**src/rtl/cla_pkg.sv**
```systemverilog
// Shared constants, operation encoding and the flat carry-lookahead helper
// used by the grouped carry-lookahead add/subtract pipeline.
package cla_pkg;

  localparam int GRP_BITS   = 4;
  localparam int WIDTH_MIN  = 8;
  localparam int WIDTH_MAX  = 64;
  localparam int MAX_GROUPS = WIDTH_MAX / GRP_BITS;

  typedef enum logic {
    OP_ADD = 1'b0,
    OP_SUB = 1'b1
  } op_e;

  // Carry into position n of a (p, g) chain, written as a flat sum of
  // products: c0 & p[0..n-1] | OR_j g[j] & p[j+1..n-1]. Every call site
  // passes a constant n, so this collapses to one two-level AND-OR term
  // with no ripple through intermediate carries.
  function automatic logic lookahead_carry(
    input logic [MAX_GROUPS-1:0] p,
    input logic [MAX_GROUPS-1:0] g,
    input logic                  c0,
    input int                    n
  );
    logic c;
    logic t;
    c = c0;
    for (int k = 0; k < MAX_GROUPS; k++) begin
      if (k < n) c = c & p[k];
    end
    for (int j = 0; j < MAX_GROUPS; j++) begin
      if (j < n) begin
        t = g[j];
        for (int k = 0; k < MAX_GROUPS; k++) begin
          if (k > j && k < n) t = t & p[k];
        end
        c = c | t;
      end
    end
    return c;
  endfunction

endpackage

```
**src/rtl/cla_group4.sv**
```systemverilog
// Combinational 4-bit carry-lookahead slice: local sum from a, b and the
// group carry-in, plus the group propagate/generate seen by the upper levels.
module cla_group4
  import cla_pkg::*;
(
  input  logic [3:0] a,
  input  logic [3:0] b,
  input  logic       c_in,
  output logic [3:0] sum,
  output logic       grp_p,
  output logic       grp_g
);

  logic [3:0] p;
  logic [3:0] g;
  logic [3:0] c;

  assign p = a ^ b;
  assign g = a & b;

  for (genvar i = 0; i < 4; i++) begin : g_bit
    assign c[i] = lookahead_carry(MAX_GROUPS'(p), MAX_GROUPS'(g), c_in, i);
  end

  assign sum   = p ^ c;
  assign grp_p = &p;
  // g3 | p3g2 | p3p2g1 | p3p2p1g0
  assign grp_g = lookahead_carry(MAX_GROUPS'(p), MAX_GROUPS'(g), 1'b0, 4);

endmodule

```
**src/rtl/pipelined_cla_addsub.sv**
```systemverilog
// Two-stage add/subtract with valid/ready handshake on both sides.
// Stage 1 forms B' and per-group P/G; stage 2 resolves group carries with a
// two-level lookahead (groups within a unit, units across the word) and
// registers the sum and flags.
module pipelined_cla_addsub
  import cla_pkg::*;
#(
  parameter int WIDTH = 32,
  parameter int GROUP = 4
) (
  input  logic             clk,
  input  logic             rst_n,
  input  logic             in_valid,
  output logic             in_ready,
  input  logic [WIDTH-1:0] in_a,
  input  logic [WIDTH-1:0] in_b,
  input  logic             in_sub,
  input  logic             in_cin,
  output logic             out_valid,
  input  logic             out_ready,
  output logic [WIDTH-1:0] out_sum,
  output logic             out_cout,
  output logic             out_ovf,
  output logic             out_zero
);

  localparam int NG   = WIDTH / GRP_BITS;
  localparam int NU   = (NG + GROUP - 1) / GROUP;
  localparam int NPAD = NU * GROUP;

  if (WIDTH < WIDTH_MIN || WIDTH > WIDTH_MAX || (WIDTH % GRP_BITS) != 0) begin : g_bad_width
    $error("pipelined_cla_addsub: WIDTH=%0d must be a multiple of 4 in 8..64", WIDTH);
  end
  if (GROUP != 2 && GROUP != 4 && GROUP != 8) begin : g_bad_group
    $error("pipelined_cla_addsub: GROUP=%0d must be 2, 4 or 8", GROUP);
  end

  // Handshake: stage 2 drains when empty or accepted downstream; stage 1
  // refills whenever it is empty or is about to move into stage 2.
  logic s1_valid;
  logic s2_valid;
  logic advance;
  logic accept;

  assign advance   = !s2_valid || out_ready;
  assign in_ready  = rst_n && (!s1_valid || advance);
  assign accept    = in_valid && in_ready;
  assign out_valid = s2_valid;

  // Stage 1 combinational: effective B and carry-free group P/G.
  op_e              in_op;
  logic [WIDTH-1:0] b_eff;
  logic [NG-1:0]    grp_p;
  logic [NG-1:0]    grp_g;
  logic [WIDTH-1:0] pg_sum_unused;

  assign in_op = op_e'(in_sub);
  assign b_eff = (in_op == OP_SUB) ? ~in_b : in_b;

  // Stage 1 registers.
  logic [WIDTH-1:0] s1_a;
  logic [WIDTH-1:0] s1_b;
  logic             s1_cin;
  op_e              s1_op;
  logic [NG-1:0]    s1_gp;
  logic [NG-1:0]    s1_gg;

  // Stage 2 combinational.
  logic [NG-1:0]    grp_c;
  logic [WIDTH-1:0] sum_next;
  logic [NG-1:0]    s2_p_unused;
  logic [NG-1:0]    s2_g_unused;

  // Each group slice appears twice: once on the input operands for P/G,
  // once on the registered operands with its resolved carry for the sum.
  for (genvar gi = 0; gi < NG; gi++) begin : g_grp
    cla_group4 u_pg (
      .a     (in_a[gi*GRP_BITS +: GRP_BITS]),
      .b     (b_eff[gi*GRP_BITS +: GRP_BITS]),
      .c_in  (1'b0),
      .sum   (pg_sum_unused[gi*GRP_BITS +: GRP_BITS]),
      .grp_p (grp_p[gi]),
      .grp_g (grp_g[gi])
    );
    cla_group4 u_sum (
      .a     (s1_a[gi*GRP_BITS +: GRP_BITS]),
      .b     (s1_b[gi*GRP_BITS +: GRP_BITS]),
      .c_in  (grp_c[gi]),
      .sum   (sum_next[gi*GRP_BITS +: GRP_BITS]),
      .grp_p (s2_p_unused[gi]),
      .grp_g (s2_g_unused[gi])
    );
  end

  // Stage 1 occupancy: load a new beat (or a bubble) whenever there is room.
  always_ff @(posedge clk) begin
    // NOTE: all state uses <= so every flop samples pre-edge values.
    if (!rst_n) s1_valid <= 1'b0;
    else if (in_ready) s1_valid <= in_valid;
  end

  // Stage 1 datapath capture on an accepted beat.
  always_ff @(posedge clk) begin
    // NOTE: no reset here; s1_valid alone decides whether this data is live.
    if (accept) begin
      s1_a   <= in_a;
      s1_b   <= b_eff;
      s1_cin <= in_cin;
      s1_op  <= in_op;
      s1_gp  <= grp_p;
      s1_gg  <= grp_g;
    end
  end

  // Pad the group P/G out to whole units with transparent (P=1, G=0) slots.
  logic [NPAD-1:0] gp_pad;
  logic [NPAD-1:0] gg_pad;

  always_comb begin
    // NOTE: full defaults first so no path leaves a bit unassigned (no latch).
    gp_pad         = '1;
    gg_pad         = '0;
    gp_pad[NG-1:0] = s1_gp;
    gg_pad[NG-1:0] = s1_gg;
  end

  // Two-level lookahead: unit super-P/G, unit carries in flat form from the
  // word carry-in, then group carries in flat form from each unit carry.
  logic          c0;
  logic [NU-1:0] unit_p;
  logic [NU-1:0] unit_g;
  logic [NU-1:0] unit_c;
  logic          cout_next;
  logic          c_msb;

  assign c0 = (s1_op == OP_SUB) ? 1'b1 : s1_cin;

  for (genvar u = 0; u < NU; u++) begin : g_unit
    assign unit_p[u] = &gp_pad[u*GROUP +: GROUP];
    assign unit_g[u] = lookahead_carry(MAX_GROUPS'(gp_pad[u*GROUP +: GROUP]),
                                       MAX_GROUPS'(gg_pad[u*GROUP +: GROUP]), 1'b0, GROUP);
    assign unit_c[u] = lookahead_carry(MAX_GROUPS'(unit_p), MAX_GROUPS'(unit_g), c0, u);
    for (genvar j = 0; j < GROUP; j++) begin : g_slot
      if (u*GROUP + j < NG) begin : g_live
        assign grp_c[u*GROUP + j] = lookahead_carry(MAX_GROUPS'(gp_pad[u*GROUP +: GROUP]),
                                                    MAX_GROUPS'(gg_pad[u*GROUP +: GROUP]),
                                                    unit_c[u], j);
      end
    end
  end

  assign cout_next = lookahead_carry(MAX_GROUPS'(unit_p), MAX_GROUPS'(unit_g), c0, NU);
  // Carry into the MSB recovered from that bit's sum: c = a ^ b' ^ s.
  assign c_msb     = s1_a[WIDTH-1] ^ s1_b[WIDTH-1] ^ sum_next[WIDTH-1];

  // Stage 2 result register; holds while the downstream stalls.
  always_ff @(posedge clk) begin
    if (!rst_n) begin
      s2_valid <= 1'b0;
      out_sum  <= '0;
      out_cout <= 1'b0;
      out_ovf  <= 1'b0;
      out_zero <= 1'b0;
    end else if (advance) begin
      s2_valid <= s1_valid;
      if (s1_valid) begin
        out_sum  <= sum_next;
        out_cout <= cout_next;
        out_ovf  <= cout_next ^ c_msb;
        out_zero <= (sum_next == '0);
      end
    end
  end

endmodule

```
**config.mk**
```make
export PLATFORM = sky130hd
export DESIGN_NAME = pipelined_cla_addsub
export DESIGN_NICKNAME = d
export VERILOG_FILES = /design/src/rtl/cla_pkg.sv /design/src/rtl/cla_group4.sv /design/src/rtl/pipelined_cla_addsub.sv
export SDC_FILE = /design/constraint.sdc
export NUM_CORES = 1
export LEC_CHECK = 0
export ABC_CLOCK_PERIOD_IN_PS = 6500
export BUFFER_PORTS_ARGS = -buffer_cell sky130_fd_sc_hd__buf_2
export CORE_UTILIZATION = 60
export CTS_CLUSTER_DIAMETER = 150
export DETAILED_ROUTE_END_ITERATION = 16
export PLACE_DENSITY = 0.87
export REMOVE_ABC_BUFFERS = 1
export SLEW_MARGIN = 20
export SYNTH_ARGS = -nofsm -noshare
export SYNTH_HDL_FRONTEND = slang
export SYNTH_SLANG_ARGS = --single-unit
```
**constraint.sdc**
```tcl
create_clock -name clk -period 6.5 [get_ports clk]
set_input_delay 0 -clock clk [delete_from_list [all_inputs] [get_ports clk]]
set_output_delay 0 -clock clk [all_outputs]
set_load 0.02 [all_outputs]
```
## Yosys cells after proc, flatten, opt, wreduce, memory -nomap -nowiden

Cells that the tools add are included.

| word-level totals | value |
|---|---|
| input port bits | 70 |
| word-level logic and storage cells | 286 |
| register bits | 119 |
| output and inout bits | 37 |

| operators by class | value |
|---|---|
| multiplexer cells | 2 |
| reductions and logical operators | 18 |
| bitwise gates (word level) | 254 |

Operators with widths:

| kind | count |
|---|---|
| bitwise AND 1 bit | 117 |
| bitwise XOR 4 bit | 24 |
| OR 1 bit | 93 |
| AND reduction 4 bit | 10 |
| bitwise AND 4 bit | 8 |
| logical NOT 32 bit | 1 |
| two-way mux 32 bit | 1 |
| inverter 32 bit | 1 |
| bitwise AND 3 bit | 8 |
| bitwise XOR 1 bit | 3 |
| logical AND 1 bit | 2 |
| logical NOT 1 bit | 2 |
| logical OR 1 bit | 2 |
| AND reduction 2 bit | 1 |
| two-way mux 1 bit | 1 |

## Logic depth before layout (Yosys ltp)

Gate-level depths: netlist of run 1.

| logic depth | value |
|---|---|
| word-level depth | 22 |
| gate-level depth with buffers | 12 |
| depth with buffers taken out | 12 |

## Modules after synthesis

From an unflattened synthesis of run 1, not the netlist that was laid out.

| unflattened totals | value |
|---|---|
| cells, all modules | 670 |
| area, all modules | 7,221.9 sq um |

By module, submodules not included:

| module | cells an instance | instances | sequential area each (sq um) | area an instance (sq um) |
|---|---|---|---|---|
| pipelined_cla_addsub | 314 | 1 | 3,203.1 | 4,384.2 |
| cla_group4 (g_grp[1].u_sum ...) | 23 | 13 | 0.0 | 180.2 |
| cla_group4 (g_grp[0].u_pg ...) | 19 | 3 | 0.0 | 165.2 |

## Worst setup path before layout of run 1

Ideal clock, no wire load.

| timing path | value |
|---|---|
| path type | register -> register |
| start point | register s2_valid, in the netlist out_valid |
| end point | register s1_gg[0], in the netlist gg_pad[0] (enable) |
| library setup time | 0.449 ns |
| period minus slack after synthesis | 3.585 ns |
| required time | 6.051 ns |
| path slack | 2.915 ns |
| stages on the path, launching flop included | 4 |
| buffers on the path | 0 |
| arrival time | 3.136 ns |
| path through | dfxtp_1 nor2b_1 a21boi_0 and2_1 |

| between the ends | value |
|---|---|
| cells in the longest elaborated chain, start to end | 5 |

Ends and longest elaborated chain:

| item | line | RTL |
|---|---|---|
| from (decl) | pipelined_cla_addsub.sv:41 | `logic s2_valid;` |
| from (signal assigned) | pipelined_cla_addsub.sv:165 | `s2_valid <= s1_valid;` |
| logical NOT 1 bit | pipelined_cla_addsub.sv:45 | `assign advance = !s2_valid \|\| out_ready;` |
| logical OR 1 bit | pipelined_cla_addsub.sv:45 |  |
| logical OR 1 bit | pipelined_cla_addsub.sv:46 | `assign in_ready = rst_n && (!s1_valid \|\| advance);` |
| logical AND 1 bit | pipelined_cla_addsub.sv:46 |  |
| net in_ready | pipelined_cla_addsub.sv:14 | `output logic in_ready,` |
| logical AND 1 bit | pipelined_cla_addsub.sv:47 | `assign accept = in_valid && in_ready;` |
| net accept | pipelined_cla_addsub.sv:43 | `logic accept;` |
| to (signal assigned) | pipelined_cla_addsub.sv:111 | `s1_gg <= grp_g;` |
| to (decl) | pipelined_cla_addsub.sv:66 | `logic [NG-1:0] s1_gg;` |

The timed path passes the listed nets, and every way through them passes these cells.
A chain may end at the register's enable or synchronous reset.

## Final worst setup path of run 1

| timing path | value |
|---|---|
| start point | register s1_op |
| end point | register out_zero |

| between the ends | value |
|---|---|
| cells in the longest elaborated chain, start to end | 17 |

Ends and longest elaborated chain:

| item | line | RTL |
|---|---|---|
| from (decl) | pipelined_cla_addsub.sv:64 | `op_e s1_op;` |
| from (signal assigned) | pipelined_cla_addsub.sv:109 | `s1_op <= in_op;` |
| two-way mux 1 bit (*) | pipelined_cla_addsub.sv:136 | `assign c0 = (s1_op == OP_SUB) ? 1'b1 : s1_cin;` |
| bitwise AND 1 bit | cla_pkg.sv:29 | `if (k < n) c = c & p[k];` |
| OR 1 bit | cla_pkg.sv:37 | `c = c \| t;` |
| bitwise AND 1 bit (3 in series) | cla_pkg.sv:29 |  |
| OR 1 bit (3 in series) | cla_pkg.sv:37 |  |
| bitwise AND 1 bit (3 in series) | cla_pkg.sv:29 |  |
| OR 1 bit (3 in series) | cla_pkg.sv:37 |  |
| bitwise XOR 4 bit | cla_group4.sv:25 | `assign sum = p ^ c;` |
| logical NOT 32 bit (*) | pipelined_cla_addsub.sv:170 | `out_zero <= (sum_next == '0);` |
| to (signal assigned) | pipelined_cla_addsub.sv:170 |  |
| to (decl) | pipelined_cla_addsub.sv:24 | `output logic out_zero` |

Mark *: on every way between the ends. The rest lies on a longest branch, timed or not.

==> impl_metrics.prom, run 1 <==
# TYPE chip_impl_metric gauge
chip_impl_info{name="outcome",value="finished clean"} 1
chip_impl_metric{name="grt_antenna_before_repair",unit=""} 0
chip_impl_metric{name="boundaryPins",unit=""} 107
chip_impl_metric{name="syn-cell-area",unit="sq um"} 6020
chip_impl_metric{name="clkLatencyLatePin",unit="ns"} 0.53
chip_impl_metric{name="port-buffer-count",unit=""} 106
chip_impl_info{name="synth_ff_type",value="sky130_fd_sc_hd__edfxtp_1"} 1
chip_impl_metric{name="timing_worst_slew_pin_value",unit="ns"} 1.08
chip_impl_metric{name="critPathMaxFanout",unit=""} 4
chip_impl_metric{name="avgSynthCellArea",unit="sq um"} 12.6
chip_impl_metric{name="h-tree-depth",unit=""} 4
chip_impl_info{name="layout.cells.most_common",value="sky130_fd_sc_hd__buf_2"} 1
chip_impl_metric{name="finish.net_count",unit=""} 800
chip_impl_info{name="tritoncts",value="yes"} 1
chip_impl_info{name="clk_root_buffer_cell",value="sky130_fd_sc_hd__clkbuf_8"} 1
chip_impl_info{name="cp_class",value="reg -> reg"} 1
chip_impl_info{name="crit_path_end_kind",value="register"} 1
chip_impl_metric{name="drcViolationCount",unit=""} 0
chip_impl_metric{name="maxSlewHeadroom",unit=""} 0.279
chip_impl_metric{name="drtPass1Iterations",unit=""} 5
chip_impl_info{name="post_synth_main_area_contributors",value="sky130_fd_sc_hd__edfxtp_1 (41%), sky130_fd_sc_hd__ha_1 (13%), sky130_fd_sc_hd__dfxtp_1 (12%)"} 1
chip_impl_metric{name="route.vias.total",unit=""} 4595
chip_impl_info{name="unrepaired_setup_endpoints_after_global_routing",value="no"} 1
chip_impl_metric{name="cts_post_setup_buffers_inserted",unit=""} 0
chip_impl_metric{name="die_h",unit="um"} 102
chip_impl_metric{name="cpPeakStageDelay",unit="ns"} 0.50
chip_impl_metric{name="post_cts_resized",unit=""} 0
chip_impl_metric{name="clock_path_buffers",unit=""} 2
chip_impl_metric{name="core",unit="sq um"} 9730
chip_impl_metric{name="n_fill_cell",unit=""} 505
chip_impl_metric{name="cts.reportedPaths.clkPinSlew",unit="ns"} 0.06
chip_impl_metric{name="worst-path-buf-inv",unit=""} 0
chip_impl_metric{name="total_power",unit="mW"} 2.18
chip_impl_metric{name="start_util",unit=""} 0.619
chip_impl_metric{name="hold_viol_final",unit=""} 0
chip_impl_metric{name="dpl_cell_area",unit="sq um"} 6680
chip_impl_metric{name="grt_pass1_wl",unit="um"} 23600
chip_impl_metric{name="post_synth_inst_count",unit=""} 479
chip_impl_metric{name="post_route_cells_drive_above_1_share",unit=""} 0.212
chip_impl_metric{name="finalSetupTns",unit="ns"} 0
chip_impl_metric{name="detail_route.vias_per_cell",unit=""} 5.72
chip_impl_metric{name="grtUsageTotal",unit=""} 0.310
chip_impl_metric{name="cts-buffers-inserted",unit=""} 17
chip_impl_metric{name="syn_to_final_growth",unit="%"} 32.0
chip_impl_metric{name="count_of_synthesis_stage_warnings_from_yosys",unit=""} 0
chip_impl_info{name="synth_top_cell_by_area",value="sky130_fd_sc_hd__edfxtp_1"} 1
chip_impl_metric{name="finalMaxSlewViolations",unit=""} 0
chip_impl_info{name="crit_chain",value="or2_1 > a31oi_1 > o21ai_1 > a21o_1 > a21o_1 > ha_1 > o21a_1 > or3_1 > a22oi_1 > nand4_1 > or4_1 > o21ai_1"} 1
chip_impl_metric{name="synth_largest_type_area_fraction",unit=""} 0.409
chip_impl_metric{name="finalHoldWorstSlack",unit="ns"} 0.0523
chip_impl_metric{name="tritoncts_num_sinks",unit=""} 119
chip_impl_metric{name="power.ir.vdd_worst",unit="V"} 0.000192
chip_impl_info{name="slowest_stage",value="sky130_fd_sc_hd__or4_1"} 1
chip_impl_metric{name="dp_hpwl",unit="um"} 9250
chip_impl_metric{name="gp_congestion",unit=""} 0.900
chip_impl_metric{name="fin_skew",unit="ns"} 0.00804
chip_impl_info{name="most-common-layout-cells",value="sky130_fd_sc_hd__buf_2 (106), sky130_fd_sc_hd__edfxtp_1 (82), sky130_fd_sc_hd__dlygate4sd3_1 (68)"} 1
chip_impl_metric{name="max_clock_freq",unit="MHz"} 287
chip_impl_metric{name="drt_iter0_markers",unit=""} 389
chip_impl_info{name="hp-class",value="in -> reg"} 1
chip_impl_metric{name="timing.max_cap.violations",unit=""} 0
chip_impl_metric{name="route.antenna.remaining_nets",unit=""} 0
chip_impl_metric{name="row_count",unit=""} 36
chip_impl_metric{name="die_outline_area",unit="sq um"} 10400
chip_impl_metric{name="synth_seq_area_share",unit=""} 0.532
chip_impl_metric{name="final_period_minus_worst_setup_slack",unit="ns"} 3.48
chip_impl_metric{name="vias_in_the_first_global_route",unit=""} 4660
chip_impl_metric{name="pin_count_of_the_biggest_net_entering_global_routing",unit=""} 83
chip_impl_metric{name="postSynth.asyncResetShare",unit=""} 0
chip_impl_metric{name="crit_path_arrival_time",unit="ns"} 3.94
chip_impl_metric{name="post_drt_wl_per_cell",unit="um"} 18.7
chip_impl_metric{name="antennaDiodeCount",unit=""} 0
chip_impl_metric{name="die_w",unit="um"} 102
chip_impl_metric{name="synth_edf_count",unit=""} 82
chip_impl_metric{name="yosys.cell_types.count",unit=""} 41
chip_impl_info{name="startpoint_type_of_the_worst_setup_path",value="register"} 1
chip_impl_metric{name="drt-total-wl",unit="um"} 15000
chip_impl_info{name="critPathTopFamily",value="compound AO/OA/AOI/OAI gates"} 1
chip_impl_metric{name="synth.ff_latch_count",unit=""} 119
chip_impl_metric{name="setup_viol_count_final",unit=""} 0
chip_impl_metric{name="min_period_over_period",unit=""} 0.535
chip_impl_metric{name="power_per_cell_area",unit="nW/um^2"} 274
chip_impl_metric{name="final_cell_area",unit="sq um"} 7950
chip_impl_metric{name="total_leakage_power",unit="nW"} 3.48
chip_impl_metric{name="cp_required",unit="ns"} 6.96
chip_impl_metric{name="grt_overflow_total",unit=""} 0
[where the power goes]
| part | total (mW) | leakage, nW | internal [mW] | switching [mW] |
|---|---|---|---|---|
| combinational | 0.343 | 2.12 | 0.152 | 0.192 |
| sequential | 0.889 | 1.08 | 0.863 | 0.0255 |
| clock | 0.948 | 0.276 | 0.585 | 0.363 |
| total | 2.18 | 3.48 | 1.60 | 0.580 |
[synthesized netlist by cell type, types with 7 or more instances]
library cell and instances:
sky130_fd_sc_hd__edfxtp_1 82, sky130_fd_sc_hd__a21oi_1 16, sky130_fd_sc_hd__and2_1 7, sky130_fd_sc_hd__nor2_1 9, sky130_fd_sc_hd__dfxtp_1 37, sky130_fd_sc_hd__nand2_1 47
sky130_fd_sc_hd__o21ai_0 18, sky130_fd_sc_hd__xnor2_1 20, sky130_fd_sc_hd__o211a_1 15, sky130_fd_sc_hd__xor2_1 40, sky130_fd_sc_hd__nor2b_1 12, sky130_fd_sc_hd__ha_1 64
sky130_fd_sc_hd__and4_1 8, sky130_fd_sc_hd__nand2b_1 13, sky130_fd_sc_hd__fa_1 8, sky130_fd_sc_hd__a21boi_0 11, sky130_fd_sc_hd__clkbuf_1 12
[kinds of logic after synthesis]
family	after synthesis	share of synthesized area
flops	119	0.532
fa+ha+maj	72	0.160
compound gates	90	0.102
buf+inv	18	0.0112
xor+xnor	61	0.0919
simple gates	119	0.103
[final timing paths]
path         slack (ns)                      from                        to  cells past startpoint
min reg2reg        0.47  out_sum[24]$_SDFFE_PN0P_  out_sum[24]$_SDFFE_PN0P_                      2
min                0.05                     rst_n     out_cout$_SDFFE_PN0P_                      2
max reg2reg        3.02           s1_op$_DFFE_PP_     out_zero$_SDFFE_PN0P_                     12
max                3.02           s1_op$_DFFE_PP_     out_zero$_SDFFE_PN0P_                     12
[metal layers]
layer  track usage  share of wire  up-vias
met5             0              0        -
met4         0.121          0.037        0
met3        0.0766          0.075       50
met2         0.546           0.51      250
met1         0.364           0.38     2192
li1              -              -     2103
[flip-flops by register name (all words and copies together) (netlist names)]
| name | count |
|---|---|
| out_zero | 1 |
| s1_b | 32 |
| out_ovf | 1 |
| s1_op | 1 |
| gg_pad | 8 |
| out_cout | 1 |
| out_sum | 32 |
| s1_cin | 1 |
| s1_valid | 1 |
| s1_a | 32 |
| gp_pad | 8 |
| out_valid | 1 |
[stage by stage]
| step | setup WS [ns] | instances | util |
|---|---|---|---|
| floorplan | 2.91 | 463 | - |
| finish | 3.02 | 804 | 0.817 |
| CTS | 3.10 | 804 | 0.817 |
| global route | 2.86 | 804 | 0.817 |
| detailed placement | 3.14 | 704 | 0.686 |
| global placement | 3.26 | 704 | 0.686 |
[layout make-up]
class / count / area (sq um) / area share
repair buffers: 176 / 1230 / 0.154
well taps: 133 / 166 / 0.0209
clock buffers: 17 / 414 / 0.0521
flip-flops and latches: 119 / 3200 / 0.403
inverters: 2 / 7.51 / 0.000945
clock inverters: 15 / 176 / 0.0222
multi-input cells: 342 / 2750 / 0.347
[worst register-to-register path, stage by stage, from the launching register on]
cell and delay [ns]:
sky130_fd_sc_hd__edfxtp_1 0.38, sky130_fd_sc_hd__or2_1 0.31, sky130_fd_sc_hd__a31oi_1 0.35, sky130_fd_sc_hd__o21ai_1 0.21
sky130_fd_sc_hd__a21o_1 0.26, sky130_fd_sc_hd__a21o_1 0.21, sky130_fd_sc_hd__ha_1 0.20, sky130_fd_sc_hd__o21a_1 0.18
sky130_fd_sc_hd__or3_1 0.35, sky130_fd_sc_hd__a22oi_1 0.23, sky130_fd_sc_hd__nand4_1 0.12, sky130_fd_sc_hd__or4_1 0.50
sky130_fd_sc_hd__o21ai_1 0.12
[what timing repair did]
item,in CTS,in global routing
endpoints found under the setup margin,0,0
hold buffers,68,0
hold endpoints to repair,80,0
No activity file was read; power rests on OpenSTA's default activity.
==> inputs of run 2 (changes only) <==
--- a/config.mk
+++ b/config.mk
@@ -5,12 +5,12 @@
 export SDC_FILE = /design/constraint.sdc
 export NUM_CORES = 1
 export LEC_CHECK = 0
-export ABC_CLOCK_PERIOD_IN_PS = 6500
+export ABC_CLOCK_PERIOD_IN_PS = 2840
 export BUFFER_PORTS_ARGS = -buffer_cell sky130_fd_sc_hd__buf_2
-export CORE_UTILIZATION = 60
+export CORE_UTILIZATION = 51
 export CTS_CLUSTER_DIAMETER = 150
 export DETAILED_ROUTE_END_ITERATION = 16
-export PLACE_DENSITY = 0.87
+export PLACE_DENSITY = 0.79
 export REMOVE_ABC_BUFFERS = 1
 export SLEW_MARGIN = 20
 export SYNTH_ARGS = -nofsm -noshare
==> constraint.sdc (replaced) <==
create_clock -name clk -period 2.84 [get_ports clk]
set_input_delay 0 -clock clk [delete_from_list [all_inputs] [get_ports clk]]
set_output_delay 0 -clock clk [all_outputs]
set_load 0.02 [all_outputs]
==> impl_metrics.prom, run 2 (synthesis gave the netlist of run 1 again) <==
# TYPE chip_impl_metric gauge
chip_impl_info{name="outcome",value="finished, violations left"} 1
chip_impl_info{name="violations",value="negative setup slack"} 1
chip_impl_metric{name="tritoncts_num_sinks",unit=""} 119
chip_impl_metric{name="drt_iter0_markers",unit=""} 277
chip_impl_metric{name="grt_pass1_wl",unit="um"} 23900
chip_impl_info{name="most-common-layout-cells",value="sky130_fd_sc_hd__buf_2 (106), sky130_fd_sc_hd__edfxtp_1 (82), sky130_fd_sc_hd__dlygate4sd3_1 (67)"} 1
chip_impl_info{name="cp_class",value="reg -> reg"} 1
chip_impl_metric{name="antennaDiodeCount",unit=""} 0
chip_impl_metric{name="route.vias.total",unit=""} 4630
chip_impl_metric{name="grt_antenna_before_repair",unit=""} 0
chip_impl_metric{name="power_per_cell_area",unit="nW/um^2"} 614
chip_impl_metric{name="finalMaxSlewViolations",unit=""} 0
chip_impl_metric{name="drt-total-wl",unit="um"} 15100
chip_impl_metric{name="vias_in_the_first_global_route",unit=""} 4829
chip_impl_metric{name="total_power",unit="mW"} 5.04
chip_impl_metric{name="maxSlewHeadroom",unit=""} 0.525
chip_impl_metric{name="route.antenna.remaining_nets",unit=""} 0
chip_impl_metric{name="post_route_cells_drive_above_1_share",unit=""} 0.253
chip_impl_metric{name="die_h",unit="um"} 111
chip_impl_metric{name="core",unit="sq um"} 11500
chip_impl_metric{name="finish.net_count",unit=""} 818
chip_impl_info{name="clk_root_buffer_cell",value="sky130_fd_sc_hd__clkbuf_16"} 1
chip_impl_metric{name="final_period_minus_worst_setup_slack",unit="ns"} 3.04
chip_impl_metric{name="dp_hpwl",unit="um"} 9790
chip_impl_info{name="registers_with_the_highest_flip_flop_counts",value="out_sum: 32 flops, s1_a: 32 flops, s1_b: 32 flops"} 1
chip_impl_metric{name="h-tree-depth",unit=""} 4
chip_impl_metric{name="row_count",unit=""} 39
chip_impl_metric{name="fin_skew",unit="ns"} 0.00930
chip_impl_metric{name="clkLatencyLatePin",unit="ns"} 0.42
chip_impl_metric{name="critPathMaxFanout",unit=""} 2
chip_impl_info{name="unrepaired_setup_endpoints_after_global_routing",value="yes"} 1
chip_impl_metric{name="die_outline_area",unit="sq um"} 12200
chip_impl_metric{name="detail_route.vias_per_cell",unit=""} 5.56
chip_impl_metric{name="total_leakage_power",unit="nW"} 3.61
chip_impl_metric{name="drcViolationCount",unit=""} 0
chip_impl_metric{name="timing_worst_slew_pin_value",unit="ns"} 0.710
chip_impl_info{name="startpoint_type_of_the_worst_setup_path",value="register"} 1
chip_impl_info{name="hp-class",value="in -> reg"} 1
chip_impl_metric{name="power.ir.vdd_worst",unit="V"} 0.000332
chip_impl_metric{name="crit_path_arrival_time",unit="ns"} 3.40
chip_impl_metric{name="syn_to_final_growth",unit="%"} 36.2
chip_impl_metric{name="port-buffer-count",unit=""} 106
chip_impl_info{name="layout.cells.most_common",value="sky130_fd_sc_hd__buf_2"} 1
chip_impl_metric{name="reg2reg_slack",unit="ns"} -0.20
chip_impl_metric{name="dpl_cell_area",unit="sq um"} 6830
chip_impl_metric{name="pin_count_of_the_biggest_net_entering_global_routing",unit=""} 48
chip_impl_info{name="crit_path_end_kind",value="register"} 1
chip_impl_info{name="tritoncts",value="yes"} 1
chip_impl_metric{name="cts.reportedPaths.clkPinSlew",unit="ns"} 0.06
chip_impl_metric{name="die_w",unit="um"} 111
chip_impl_metric{name="hold_viol_final",unit=""} 0
chip_impl_metric{name="setup_viol_count_final",unit=""} 1
chip_impl_metric{name="place_worst_setup_slack",unit="ns"} -0.308
chip_impl_metric{name="cts-buffers-inserted",unit=""} 17
chip_impl_metric{name="grt_overflow_total",unit=""} 0
chip_impl_metric{name="drtPass1Iterations",unit=""} 4
chip_impl_metric{name="min_period_over_period",unit=""} 1.07
chip_impl_metric{name="gp_congestion",unit=""} 0.884
chip_impl_metric{name="worst_slack",unit="ns"} -0.205
chip_impl_metric{name="start_util",unit=""} 0.525
chip_impl_metric{name="timing.max_cap.violations",unit=""} 0
chip_impl_metric{name="grtUsageTotal",unit=""} 0.258
chip_impl_metric{name="max_clock_freq",unit="MHz"} 328
chip_impl_metric{name="post_drt_wl_per_cell",unit="um"} 18.2
chip_impl_metric{name="cp_required",unit="ns"} 3.19
chip_impl_metric{name="clock_path_buffers",unit=""} 2
chip_impl_metric{name="final_cell_area",unit="sq um"} 8200
chip_impl_metric{name="boundaryPins",unit=""} 107
==> run 2: cell count changes in the layout (fill, tap and decap cells not counted), moves of 2 or more <==
| cell | delta |
|---|---|
| sky130_fd_sc_hd__inv_4 | +2 |
| sky130_fd_sc_hd__buf_4 | +17 |
| sky130_fd_sc_hd__xnor2_1 | -3 |
| sky130_fd_sc_hd__xnor2_2 | +3 |
| sky130_fd_sc_hd__bufinv_16 | -2 |
| sky130_fd_sc_hd__inv_6 | -3 |
| sky130_fd_sc_hd__clkbuf_16 | +4 |
==> run 2: power breakdown <==
group | leakage (nW) | total (mW) | internal, mW | switching (mW)
combinational | 2.24 | 0.845 | 0.386 | 0.459
clock | 0.292 | 2.16 | 1.38 | 0.782
sequential | 1.08 | 2.03 | 1.98 | 0.0559
==> run 2: path summary, 6_finish.rpt <==
check / startpoint / end / depth (start not counted)
worst max-delay path: gp_pad[3]$_DFFE_PP_ / out_zero$_SDFFE_PN0P_ / 11
worst max register to register: gp_pad[3]$_DFFE_PP_ / out_zero$_SDFFE_PN0P_ / 11
worst min register to register: out_sum[24]$_SDFFE_PN0P_ / out_sum[24]$_SDFFE_PN0P_ / 2
worst min-delay path: in_sub / s1_op$_DFFE_PP_ / 1
==> run 2: layout make-up <==
class | instances | area (sq um)
clock inverter | 10 | 87.6
fill | 744 | 3270
timing repair buffer | 194 | 1380
tap | 143 | 179
clock buffer | 22 | 518
inverter | 2 | 7.51
sequential | 119 | 3200
multi-input combinational | 342 | 2830
==> run 2: metrics by stage <==
stage | TNS [ns] | hold WS, ns | util | instances
6_report | -0.205 | 0.128 | 0.715 | 832
5_1_grt | -0.303 | 0.123 | 0.715 | 832
4_1_cts | -0.119 | 0.112 | 0.714 | 832
3_5_place_dp | -0.308 | 0.198 | 0.596 | 731
3_3_place_gp | -0.171 | 0.196 | 0.596 | 731
2_1_floorplan | -61.30 | 0.0989 | - | 463
==> run 2: critical path, stage by stage, from the launching register on <==
cell	delay, ns
sky130_fd_sc_hd__edfxtp_1	0.40
sky130_fd_sc_hd__a21o_1	0.22
sky130_fd_sc_hd__a21oi_2	0.21
sky130_fd_sc_hd__o21ai_2	0.09
sky130_fd_sc_hd__a21o_1	0.19
sky130_fd_sc_hd__buf_4	0.15
sky130_fd_sc_hd__fa_1	0.51
sky130_fd_sc_hd__nor4_2	0.31
sky130_fd_sc_hd__nor4bb_2	0.26
sky130_fd_sc_hd__nand3_1	0.10
sky130_fd_sc_hd__or4_1	0.40
sky130_fd_sc_hd__o21ai_1	0.14
==> run 2: timing repair <==
| action | in CTS | in global routing |
|---|---|---|
| setup endpoints to repair | 1 | 1 |
| pin swaps | 13 | 1 |
| buffers inserted | 2 | 0 |
| resized for setup | 13 | 2 |
| hold endpoints to repair | 69 | 0 |
| hold buffers | 67 | 0 |
==> run 2: layer usage <==
metal	global-route usage	share of wire	vias to the layer above
met3	0.0714	0.059	49
met4	0.152	0.043	0
met5	0	0	-
met2	0.433	0.50	195
met1	0.293	0.39	2248
li1	-	-	2138
